**config.mk**
```make
export PLATFORM = sky130hd
export DESIGN_NAME = rf_wb_arbiter
export DESIGN_NICKNAME = d
export VERILOG_FILES = /design/src/rtl/rf_wb_arbiter.sv
export SDC_FILE = /design/constraint.sdc
export NUM_CORES = 1
export LEC_CHECK = 0
export ABC_AREA = 0
export ABC_CLOCK_PERIOD_IN_PS = 2100
export BUFFER_PORTS_ARGS = -buffer_cell sky130_fd_sc_hd__buf_2
export CAP_MARGIN = 5
export CORE_MARGIN = 2
export CORE_UTILIZATION = 25
export DETAILED_ROUTE_END_ITERATION = 10
export PLACE_DENSITY_LB_ADDON = 0.3
export SETUP_SLACK_MARGIN = 0.2
export SLEW_MARGIN = 10
export SYNTH_ARGS = -nofsm -noshare
export SYNTH_HDL_FRONTEND = slang
export SYNTH_SLANG_ARGS = --single-unit
```
**constraint.sdc**
```tcl
create_clock -name clk -period 2.1 [get_ports clk]
set_clock_uncertainty 0.15 [all_clocks]
set_input_delay 0 -clock clk [delete_from_list [all_inputs] [get_ports clk]]
set_output_delay 0 -clock clk [all_outputs]
set_load 0.05 [all_outputs]
```
**src/rtl/rf_wb_arbiter.sv**
```systemverilog
// Two-requester register-file writeback arbiter with a one-cycle registered write port.
// Define RF_WB_RR_EN for round-robin tie breaking; otherwise requester 1 wins every tie.
module rf_wb_arbiter #(
  parameter int CNT_W = 16
) (
  input  logic             clk,
  input  logic             rst,
  input  logic             req0_valid,
  input  logic [4:0]       req0_addr,
  input  logic [31:0]      req0_data,
  output logic             req0_ready,
  input  logic             req1_valid,
  input  logic [4:0]       req1_addr,
  input  logic [31:0]      req1_data,
  output logic             req1_ready,
  output logic             rf_write,
  output logic [4:0]       rf_addr,
  output logic [31:0]      rf_data,
  output logic             last_grant,
  output logic [CNT_W-1:0] conflict_cnt
);

  localparam int DATA_W = 32;
  localparam int ADDR_W = 5;

  logic              both_p0;
  logic              tie_pick1_p0;
  logic              pick1_p0;
  logic              vld_p0;
  logic              wr_p0;
  logic [ADDR_W-1:0] addr_p0;
  logic [DATA_W-1:0] data_p0;

  function automatic logic [CNT_W-1:0] sat_inc(input logic [CNT_W-1:0] v);
    return (&v) ? v : v + CNT_W'(1);
  endfunction

  // Stage p0: combinational arbitration and handshake
  always_comb begin
    both_p0 = req0_valid & req1_valid;
`ifdef RF_WB_RR_EN
    tie_pick1_p0 = ~last_grant;
`else
    tie_pick1_p0 = 1'b1;
`endif
    pick1_p0   = req1_valid & (~req0_valid | tie_pick1_p0);
    req1_ready = rst & pick1_p0;
    req0_ready = rst & req0_valid & ~pick1_p0;
    vld_p0     = req0_ready | req1_ready;
    addr_p0    = pick1_p0 ? req1_addr : req0_addr;
    data_p0    = pick1_p0 ? req1_data : req0_data;
    // x0 writes complete the handshake but never reach the register file
    wr_p0      = vld_p0 & (addr_p0 != '0);
  end

  // Stage p1: registered register-file write port and status
  always_ff @(posedge clk) begin
    if (!rst) begin
      rf_write     <= 1'b0;
      rf_addr      <= '0;
      rf_data      <= '0;
      last_grant   <= 1'b1;
      conflict_cnt <= '0;
    end else begin
      rf_write <= wr_p0;
      if (wr_p0) begin
        rf_addr <= addr_p0;
        rf_data <= data_p0;
      end
      if (vld_p0)
        last_grant <= pick1_p0;
      if (both_p0)
        conflict_cnt <= sat_inc(conflict_cnt);
    end
  end

endmodule

```
Word level (Yosys, flattened, before mapping):

Cells that the tools add are included.

* bits in registers: 55
* input bits: 78
* output and inout port bits: 57
* logic and storage cells: 19

* add/sub/neg operators: 1
* multiplexer cells: 2
* bitwise gates (word level): 8
* reductions and logical operators: 3

Operators with widths (number)
* 32-bit two-way mux: 1
* 16-bit by 1-bit adder with 16-bit output (second input constant): 1
* 16-bit AND reduction: 1
* 1-bit bitwise AND: 5
* 5-bit two-way mux: 1
* 5-bit nonzero test: 1
* 1-bit inverter: 2
* 2-bit AND reduction: 1
* 1-bit OR: 1

Depth between registers and ports, before layout:

* depth after elaboration: 4
* depth in mapped cells: 6
* mapped depth without buffers: 5

Worst setup path before layout:

OpenSTA, ideal clock, no wires.

* path type: register to register
* start point: reg conflict_cnt[3]
* end point: reg conflict_cnt[15]
* library setup time: 0.070 ns
* data arrival time: 2.136 ns
* required time: 1.880 ns
* setup slack: -0.257 ns
* cell stages (with the launch flop): 5
* buffers on the path: 0
* period minus slack after synthesis: 2.357 ns
* cells stage by stage: dfxtp_1 nand4_4 or4_4 or4_1 a21oi_1

* cells in the longest elaborated chain, start to end: 3
* elaborated cells on any way between the ends: 4
* classes of those cells: add/sub (1); bitwise (1); reduce/logical (2)

RTL lines
* start: declaration: RTL line 20 `output logic [CNT_W-1:0] conflict_cnt`
* start signal: assignment: RTL line 73 `conflict_cnt <= sat_inc(conflict_cnt);`
* branches (longest 3 deep; another with 16-bit by 1-bit adder with 16-bit output)

Parallel ways; which one is timed is not known.
A chain may end at the register's enable or synchronous reset.

Worst setup path in the final report:

* start point: reg conflict_cnt[4]
* end point: reg conflict_cnt[15]

The elaborated chain is that of the path after synthesis.

==> summary.txt <==
Outcome
  – Status: finished with violations
  – Failing checks: negative hold slack

Clocking
  – CTS tree: yes
  – CTS root buf: clkbuf_8
  – Clk sink count: 55
  – Clk Latency, worst-skew pair: 0.31 ns
  – CTS Buf Count: 5
  – Clock tree buffer depth: 2
  – Clk pin slew, worst setup/hold paths: 0.10 ns
  – H-tree lvl count: 2

Synth
  – Number of synthesized flops with an enable pin: 0
  – Unique cell type count in the Yosys netlist: 42
  – Syn Inst Count: 291
  – Top FF cell, synth: dfxtp_1
  – Top-area cell type share of the netlist area: 41.3%
  – Post-synthesis cell area: 2670 um^2
  – Async SR Flop Fraction: 0%
  – Seq cells post-synth: 55
  – Synth area leaders: dfxtp_1 41%, o221a_2 12%, a2bb2oi_1 11%
  – Largest area contributor in the netlist: dfxtp_1
  – Seq/Total Area, Yosys: 41.3%
  – Mean Syn Cell Area: 9.16 um^2
  – Yosys synthesis warning count: 0
  – Syn_nets: 370

Die
  – Starting Density: 25.8%
  – Core ar.: 10300 um^2
  – Horiz. Die Dim: 107 um
  – IO Count: 135
  – FP Rows: 37
  – DIE HEIGHT: 107 um
  – Die area: 11500 um^2

Route
  – Drt pass-1 iters: 4
  – Avg Vias per Cell: 4.85
  – Drt drc: 0
  – Initial DRC Count: 102
  – Antenna viol nets, final: 0
  – WL final: 9.15 mm
  – WL/cell: 14.7 um
  – Routed vias: 3023

Setup path
  – Crit path largest cell delay: 0.51 ns
  – Startpoint Class: flop
  – Critical path type: reg -> reg
  – Crit path max fanout: 5
  – Cell Chain, Critical Path: nand4_4 > or4_4 > or4_1 > a21oi_1
  – CP Capture Type: flop
  – Crit-path slowest cell: or4_4
  – Critical Path RT: 2.20 ns
  – CP Data Arrival Time: 1.96 ns

Power
  – Pleak: 2.06 nW
  – Power, Total: 2.37 mW
  – Worst vdd ir: 215 uV
  – PwrDens: 555 nW/um^2

Global routing
  – Grt ovf: 0
  – Vias in the first global route: 3069
  – Antenna violations before repair: 0
  – Tot GR Track Use: 15.6%
  – First-pass GRT wire length: 14.4 mm
  – Pin count of the biggest net entering global routing: 51

STA
  – Final setup TNS: 0 ns
  – Minimum clock period: 1.87 ns
  – Final worst slack: 0.233 ns
  – Fin Hold WS: -0.00249 ns
  – Max-slew headroom: 64.5%
  – RSZ-0062 raised after global routing: yes
  – Final setup viols: 0
  – Tightest Pin Transition: 0.533 ns
  – Fin crit share: 88.9%
  – Slew Limit Fails: 0
  – Final hold vios: 1
  – Peak Freq: 536 MHz

Finish
  – Fin util: 41.4%
  – Layout net count: 565
  – Fraction of layout cells with a size suffix above 1: 43.7%
  – Syn-to-layout area delta: 60.3%
  – Design Area, Final: 4280 um^2
  – Antenna diodes: 0

Min path
  – Min-delay worst type: in -> reg

Job
  – Max-cap viol count: 0

Placement
  – Port Buf Inserts: 134
  – DP Area: 3570 um^2
  – Pre-CTS setup slack: 0.161 ns
  – Final weighted congestion in routability-driven placement: 0.763
  – Hpwl dp: 5.85 mm
==> cells by family after synthesis <==
family                   after synthesis  share of synthesized area, %
AO/OA/AOI/OAI                        104                          33.3
AND/OR/NAND/NOR                       67                          14.7
buffers and inverters                 60                          8.73
flip-flops                            55                          41.3
multiplexers                           4                          1.50
adder cells (fa/ha/maj)                1                         0.469
==> worst paths after layout <==
path	from	end	slack [ns]	cells past startpoint
setup / recovery	conflict_cnt[4]	conflict_cnt[15]	0.23	4
hold / removal	req0_data[15]	rf_data[15]	-0.002	3
setup reg to reg	conflict_cnt[4]	conflict_cnt[15]	0.23	4
hold reg to reg	last_grant	last_grant	0.32	1
==> layout make-up <==
cell class,instances,area (um^2)
fillers,1042,6050
repair buffers,210,1390
multi-input cells,176,1350
flip-flops and latches,55,1140
well taps,136,170
inverters,38,143
clock buffers,6,72.6
clock inverters,2,11.3
==> flip-flops by register name, summed over array words and instances, names as in the netlist <==
signal        count
rf_write          1
conflict_cnt     16
last_grant        1
rf_data          32
rf_addr           5
==> where the power goes <==
group          leakage (nW)  internal (mW)  total, mW  switching [mW]
registers             0.461           1.09       1.12          0.0311
logic                  1.55          0.277      0.660           0.383
clock network        0.0455          0.236      0.595           0.359
==> layout by cell type, fill, tap and decap left out, types with 6 or more instances in the layout <==
cell type,n
o21ai_0,8
a2bb2oi_1,32
o221a_2,29
dfxtp_2,6
buf_2,134
nor2_1,9
buf_4,18
a21oi_1,14
nand2_1,22
inv_1,37
dfxtp_1,41
dlygate4sd3_1,58
dfxtp_4,8
==> cell usage after synthesis (2+ instances only) <==
cell / instances
dfxtp_1: 55
inv_1: 37
a2bb2oi_1: 32
o221a_2: 29
nand2_1: 22
clkbuf_1: 15
a21oi_1: 14
nor2_1: 9
o21ai_0: 8
buf_2: 6
nand3_1: 5
nor3_1: 5
mux2i_1: 4
o22ai_1: 4
or3_2: 4
or4_1: 4
nand2b_1: 3
nand4_1: 3
o221a_1: 3
a22oi_1: 2
nor2b_1: 2
nor4_1: 2
o211a_1: 2
o31ai_1: 2
o41ai_1: 2
==> per-stage QoR <==
| step | std cells | hold slack, ns |
|---|---|---|
| 5_1_grt | 623 | 0.000877 |
| 3_3_place_gp | 553 | 0.170 |
| 4_1_cts | 622 | 0.000343 |
| 3_5_place_dp | 553 | 0.178 |
| 6_report | 623 | -0.00249 |
| 2_1_floorplan | 291 | -0.00520 |
==> worst max-delay path, delay by kind of cell, from the launching register on <==
kind,cells,cell delay (ns)
and+or+nand+nor,3,1.14
DFF,1,0.39
AOI/OAI and AO/OA,1,0.14
==> timing repair <==
action	CTS	global route
pin swaps	1	1
buffers inserted	3	1
setup endpoints to repair	1	6
endpoints found under the hold margin	35	0
hold buffers	58	0
gates resized for setup	0	3
==> metal layers <==
layer,GRT usage [%],part of all wire [%],up-vias
li1,-,-,1481
met1,18.5,43,1433
met2,28.8,50,100
met3,2.54,5.0,9
met4,4.08,1.2,0
met5,0,0,-
Power figures use the tool's default switching activity.
